`src/rtl/pll_cfg_resp.sv`:
```
// pll_cfg_resp -- responder end of the PLL reconfiguration management bus.
//
// Decodes the memtest sequencer's register map into shadow configuration,
// copies shadow to active on a start write, holds an APPLY window, then
// optionally issues a train of phase_step pulses.
//
// Ports:
//   clk, rst_n              single rising-edge clock, async active-low reset
//   mgmt_address/write/     management bus slave (6-bit word address,
//   writedata/read/         32-bit data, combinational readdata,
//   readdata/waitrequest    waitrequest stalls while busy in mode 0)
//   cfg_m/n/c0/c1/k/bw/cp   active configuration words
//   cfg_valid               one-cycle pulse when active words update
//   phase_step/updown/      dynamic-phase interface
//   phase_cnt_sel
//   busy                    high whenever the FSM is not idle
//
// Optional build macro: PLL_CFG_READBACK_EN -- when defined, addresses 3..9
// read back the shadow registers; otherwise only addresses 0 and 1 read.

module pll_cfg_resp #(
  parameter int APPLY_CYCLES = 16,
  parameter int PHASE_GAP    = 4
) (
  input  logic        clk,
  input  logic        rst_n,
  input  logic [5:0]  mgmt_address,
  input  logic        mgmt_write,
  input  logic [31:0] mgmt_writedata,
  input  logic        mgmt_read,
  output logic [31:0] mgmt_readdata,
  output logic        mgmt_waitrequest,
  output logic [17:0] cfg_m,
  output logic [17:0] cfg_n,
  output logic [17:0] cfg_c0,
  output logic [17:0] cfg_c1,
  output logic [31:0] cfg_k,
  output logic [3:0]  cfg_bw,
  output logic [2:0]  cfg_cp,
  output logic        cfg_valid,
  output logic        phase_step,
  output logic        phase_updown,
  output logic [4:0]  phase_cnt_sel,
  output logic        busy
);

  localparam logic [1:0] ST_IDLE  = 2'd0;
  localparam logic [1:0] ST_APPLY = 2'd1;
  localparam logic [1:0] ST_PHASE = 2'd2;

  localparam int CW = (APPLY_CYCLES > 1) ? $clog2(APPLY_CYCLES) : 1;
  localparam int GW = $clog2(PHASE_GAP);

  localparam logic [17:0] N_BYPASS = 18'h10000;

  logic [1:0]    state;
  logic          mode;
  logic [17:0]   sh_n, sh_m, sh_c0, sh_c1;
  logic [31:0]   sh_k;
  logic [3:0]    sh_bw;
  logic [2:0]    sh_cp;
  logic [15:0]   sh_steps;
  logic [4:0]    sh_psel;
  logic          sh_pud;
  logic          phase_pend;
  logic [CW-1:0] apply_cnt;
  logic [GW-1:0] gap_cnt;
  logic [15:0]   remaining;
  logic          wr_en;
  logic          start_wr;
  logic          apply_done;

  assign busy             = (state != ST_IDLE);
  assign mgmt_waitrequest = ~mode & busy & (mgmt_write | mgmt_read);
  // In mode 0 a busy write is stalled by waitrequest; in mode 1 it is dropped.
  // Either way nothing is accepted while busy.
  assign wr_en            = mgmt_write & ~busy;
  assign start_wr         = wr_en && (mgmt_address == 6'd2);
  assign apply_done       = (state == ST_APPLY) && (apply_cnt == '0);
  assign phase_step       = (state == ST_PHASE) && (gap_cnt == '0) && (remaining != '0);

  always_ff @(posedge clk or negedge rst_n) begin
    if (!rst_n) begin
      mode       <= 1'b0;
      sh_n       <= N_BYPASS;
      sh_m       <= '0;
      sh_c0      <= '0;
      sh_c1      <= '0;
      sh_k       <= '0;
      sh_bw      <= '0;
      sh_cp      <= '0;
      sh_steps   <= '0;
      sh_psel    <= '0;
      sh_pud     <= 1'b0;
      phase_pend <= 1'b0;
    end else begin
      if (wr_en) begin
        case (mgmt_address)
          6'd0: mode <= mgmt_writedata[0];
          6'd3: sh_n <= mgmt_writedata[17:0];
          6'd4: sh_m <= mgmt_writedata[17:0];
          6'd5: begin
            if (mgmt_writedata[22:18] == 5'd0)      sh_c0 <= mgmt_writedata[17:0];
            else if (mgmt_writedata[22:18] == 5'd1) sh_c1 <= mgmt_writedata[17:0];
          end
          6'd6: begin
            sh_steps   <= mgmt_writedata[15:0];
            sh_psel    <= mgmt_writedata[20:16];
            sh_pud     <= mgmt_writedata[21];
            phase_pend <= (mgmt_writedata[15:0] != '0);
          end
          6'd7: sh_k  <= mgmt_writedata;
          6'd8: sh_bw <= mgmt_writedata[3:0];
          6'd9: sh_cp <= mgmt_writedata[2:0];
          default: ;
        endcase
      end
      if (apply_done) phase_pend <= 1'b0;
    end
  end

  always_ff @(posedge clk or negedge rst_n) begin
    if (!rst_n) begin
      state         <= ST_IDLE;
      cfg_m         <= '0;
      cfg_n         <= N_BYPASS;
      cfg_c0        <= '0;
      cfg_c1        <= '0;
      cfg_k         <= '0;
      cfg_bw        <= '0;
      cfg_cp        <= '0;
      cfg_valid     <= 1'b0;
      phase_updown  <= 1'b0;
      phase_cnt_sel <= '0;
      apply_cnt     <= '0;
      gap_cnt       <= '0;
      remaining     <= '0;
    end else begin
      cfg_valid <= 1'b0;
      case (state)
        ST_IDLE: begin
          if (start_wr) begin
            state     <= ST_APPLY;
            cfg_m     <= sh_m;
            cfg_n     <= sh_n;
            cfg_c0    <= sh_c0;
            cfg_c1    <= sh_c1;
            cfg_k     <= sh_k;
            cfg_bw    <= sh_bw;
            cfg_cp    <= sh_cp;
            cfg_valid <= 1'b1;
            apply_cnt <= CW'(APPLY_CYCLES - 1);
          end
        end
        ST_APPLY: begin
          if (apply_cnt == '0) begin
            if (phase_pend) begin
              state         <= ST_PHASE;
              phase_cnt_sel <= sh_psel;
              phase_updown  <= sh_pud;
              remaining     <= sh_steps;
              gap_cnt       <= '0;
            end else begin
              state <= ST_IDLE;
            end
          end else begin
            apply_cnt <= apply_cnt - 1'b1;
          end
        end
        ST_PHASE: begin
          if (gap_cnt == '0) begin
            if (remaining == '0) begin
              state <= ST_IDLE;
            end else begin
              remaining <= remaining - 1'b1;
              gap_cnt   <= GW'(PHASE_GAP - 1);
            end
          end else begin
            // Leaving one cycle early makes the post-pulse tail exactly
            // PHASE_GAP cycles long, matching the inter-pulse spacing.
            if ((remaining == '0) && (gap_cnt == GW'(1))) state <= ST_IDLE;
            gap_cnt <= gap_cnt - 1'b1;
          end
        end
        default: state <= ST_IDLE;
      endcase
    end
  end

  always_comb begin
    mgmt_readdata = '0;
    case (mgmt_address)
      6'd0: mgmt_readdata = {31'b0, mode};
      6'd1: mgmt_readdata = {31'b0, ~busy};
`ifdef PLL_CFG_READBACK_EN
      6'd3: mgmt_readdata = {14'b0, sh_n};
      6'd4: mgmt_readdata = {14'b0, sh_m};
      6'd5: mgmt_readdata = {14'b0, sh_c0};
      6'd6: mgmt_readdata = {10'b0, sh_pud, sh_psel, sh_steps};
      6'd7: mgmt_readdata = sh_k;
      6'd8: mgmt_readdata = {28'b0, sh_bw};
      6'd9: mgmt_readdata = {29'b0, sh_cp};
`endif
      default: mgmt_readdata = '0;
    endcase
  end

endmodule

```
`config.mk`:
```
export PLATFORM = sky130hd
export DESIGN_NAME = pll_cfg_resp
export DESIGN_NICKNAME = d
export VERILOG_FILES = /design/src/rtl/pll_cfg_resp.sv
export SDC_FILE = /design/constraint.sdc
export NUM_CORES = 1
export LEC_CHECK = 0
export BUFFER_PORTS_ARGS = -buffer_cell sky130_fd_sc_hd__clkbuf_2
export CAP_MARGIN = 20
export CORE_MARGIN = 5
export CORE_UTILIZATION = 25
export DETAILED_ROUTE_END_ITERATION = 10
export MAX_ROUTING_LAYER = met4
export PLACE_DENSITY = 0.48
export SLEW_MARGIN = 30
export SYNTH_ARGS = -nofsm -noshare
export SYNTH_HDL_FRONTEND = slang
export SYNTH_SLANG_ARGS = --single-unit
```
`constraint.sdc`:
```
create_clock -name clk -period 2.6 [get_ports clk]
set_input_delay 0.52 -clock clk [delete_from_list [all_inputs] [get_ports clk]]
set_output_delay 0.52 -clock clk [all_outputs]
set_load 0.005 [all_outputs]
```
==> results.json <==
{
  "setup_violations": 0,
  "portBuffers": 163,
  "timing.hold.ws_ps": 193,
  "yosysWarningCount": 0,
  "routed_via_density": 4.30,
  "diodes": 0,
  "ir_worst_vdd_mv": 0.438,
  "synth_most_common_cell": "nand2_1",
  "grt_usage": 0.129,
  "endpoint_kind": "output pin",
  "seq_area_frac_synth": 0.603,
  "synth_area_leaders": "dfrtp_1, mux2_2, nand2_1",
  "relSlewSlack": 0.523,
  "synth_cells": 1032,
  "hp-class": "in -> reg",
  "synth_edf_count": 0,
  "insertion_delay_ps": 570,
  "worst_slew_pin_slew_ps": 708,
  "antenna_found_initial": 0,
  "avgSynthCellArea_um2": 11.1,
  "required_ps": 2080,
  "start_util": 0.253,
  "synth.distinct_cells": 59,
  "max_freq_mhz": 392,
  "die_area_mm2": 0.0504,
  "crit_type": "reg -> out",
  "final_util": 0.316,
  "rsz0062_at_grt": "yes",
  "syn_to_final_growth_pct": 25.0,
  "drc": 0,
  "cts_tree": "yes",
  "routabilityCongestion": 0.816,
  "stdcell_count": 1853,
  "skew_ps": 10.8,
  "drt-wirelength-per-cell_um": 17.3,
  "power_density_mw_per_mm2": 817,
  "min_period_ps": 2550,
  "std_cell_rows": 78,
  "synth_top_cell_area_share": 0.598,
  "placed_cells": 1782,
  "maxCapViolCount": 0,
  "drive_gt1_frac": 0.342,
  "vias": 7966,
  "async_flop_share": 1.00,
  "status": "completed",
  "finalHoldViolCount": 0,
  "yosysTopAreaCell": "dfrtp_1",
  "synth_area_mm2": 0.0115,
  "path_clk_slew_ps": 60,
  "layout.nets": 1278,
  "wl_mm": 32.0,
  "grt_pass1_wl_mm": 49.9,
  "drtIter0Drc": 335,
  "grt_max_degree": 66,
  "leakage_nw": 7.68,
  "ys.flop_type": "dfrtp_1",
  "drt_pass1_iterations": 4,
  "ant_nets": 0,
  "dp_hpwl_mm": 21.0,
  "numCtsBuffers": 31,
  "clock_path_buffers": 3,
  "grt_overflow_total": 0,
  "slew_violations": 0,
  "numClockSinks": 277,
  "crit_path_start_kind": "flip-flop",
  "ios": 195,
  "crit_fanout": 3,
  "coreArea_mm2": 0.0455,
  "die_w_um": 225,
  "grt_pass1_vias": 8165,
  "cts_root_buf": "clkbuf_16",
  "die_height_um": 225,
  "ys_ff_latch": 277,
  "fin_crit_sh": 0.980,
  "synth_common_cells": "nand2_1, dfrtp_1, mux2_2",
  "worstPathArrival_ps": 2030,
  "cts_htree_levels": 1
}
-- sequential cells by signal, summed over array words and instances, names as in the netlist, 5 cells and up --
signal / count
sh_m: 18
cfg_m: 18
sh_steps: 16
cfg_n: 18
sh_k: 32
sh_n: 18
sh_c1: 18
remaining: 16
cfg_c1: 18
cfg_c0: 18
phase_cnt_sel: 5
sh_psel: 5
sh_c0: 18
cfg_k: 32
-- through the flow --
step	area, um^2	power [mW]	setup TNS [ps]	worst slack, ps
final	14400	11.7	0	52.0
after global routing	14400	12.4	-34.5	-34.5
after CTS	14400	11.9	0	4.55
after detailed placement	13100	6.88	0	206
after global placement	13100	6.84	0	257
after floorplan	11600	6.25	0	401
-- metal layers --
metal / vias to the layer above / routed length (um) / track usage
met5: - / 0 / -
met1: 3999 / 14600 / 0.171
met2: 146 / 15200 / 0.205
met3: 41 / 1410 / 0.0214
li1: 3780 / - / -
met4: 0 / 779 / 0.0357
-- path summary, 6_finish.rpt --
| check | startpoint | cells after the start | slack [ps] | endpoint |
|---|---|---|---|---|
| worst max register to register | state[1]$_DFFE_PN0P_ | 7 | 180 | sh_c1[10]$_DFFE_PN0P_ |
| worst min-delay path | mgmt_writedata[27] | 2 | 190 | sh_k[27]$_DFFE_PN0P_ |
| worst min register to register | sh_k[25]$_DFFE_PN0P_ | 2 | 450 | cfg_k[25]$_DFFE_PN0P_ |
| max in group asynchronous | rst_n | 3 | 1310 | sh_k[12]$_DFFE_PN0P_ |
| worst max-delay path | remaining[7]$_DFFE_PN0P_ | 5 | 50 | phase_step |
| min in group asynchronous | rst_n | 2 | 470 | cfg_k[30]$_DFFE_PN0P_ |
-- report_power, final --
part / internal (mW) / switching, mW
clock: 2.85 / 1.87
sequential: 4.76 / 0.371
combinational: 0.922 / 0.972
-- layout make-up --
| cell class | count | area, um^2 |
|---|---|---|
| clock inverters | 24 | 295 |
| flip-flops and latches | 277 | 6940 |
| inverters | 16 | 62.6 |
| repair buffers | 210 | 1300 |
| clock buffers | 34 | 807 |
| well taps | 600 | 751 |
| fillers | 4747 | 31100 |
| multi-input cells | 692 | 4230 |
-- placed cells by master (no fill, tap or decap), types with 3 or more instances in the layout --
cell        instances
nand2_1           366
dfrtp_1           274
clkbuf_2          161
mux2_2            125
buf_4              37
conb_1             31
clkbuf_16          31
nor2_1             29
inv_1              15
a21oi_1            13
nand3_1            10
mux2_4             10
clkinv_2           10
buf_12              9
nor4_1              8
nand4_1             8
o22a_1              8
nor3_1              7
a31oi_1             7
ha_1                7
bufinv_16           6
a2bb2oi_1           5
o211ai_1            4
inv_6               4
clkinvlp_4          4
mux2i_1             3
nor3b_4             3
a41oi_1             3
a22oi_1             3
o21ai_0             3
-- worst max-delay path, cell delays in order, from the launching register on --
cell and delay [ps]:
dfrtp_2 430, nor4_4 350, and4_4 300, nand2_4 60
and3_4 200, buf_6 120
-- cells by family (layout without fill, tap and decap cells) --
| family | after synthesis | after routing | synth area share |
|---|---|---|---|
| AO/OA/AOI/OAI | 64 | 64 | 0.0422 |
| adder cells (fa/ha/maj) | 8 | 8 | 0.00870 |
| buffers and inverters | 93 | 284 | 0.0440 |
| flip-flops | 277 | 277 | 0.603 |
| multiplexers | 138 | 138 | 0.138 |
| other | 1 | 31 | 0.000326 |
| AND/OR/NAND/NOR | 451 | 451 | 0.164 |
-- what timing repair did --
item | 4_1_cts | 5_1_grt
gates resized for setup | 10 | 3
setup endpoints to repair | 1 | 1
setup buffers | 11 | 1
hold buffers | 1 | 0
gates cloned | 0 | 0
pin swaps | 3 | 2
hold endpoints to repair | 57 | 0
(Power assumes the default switching activity.)
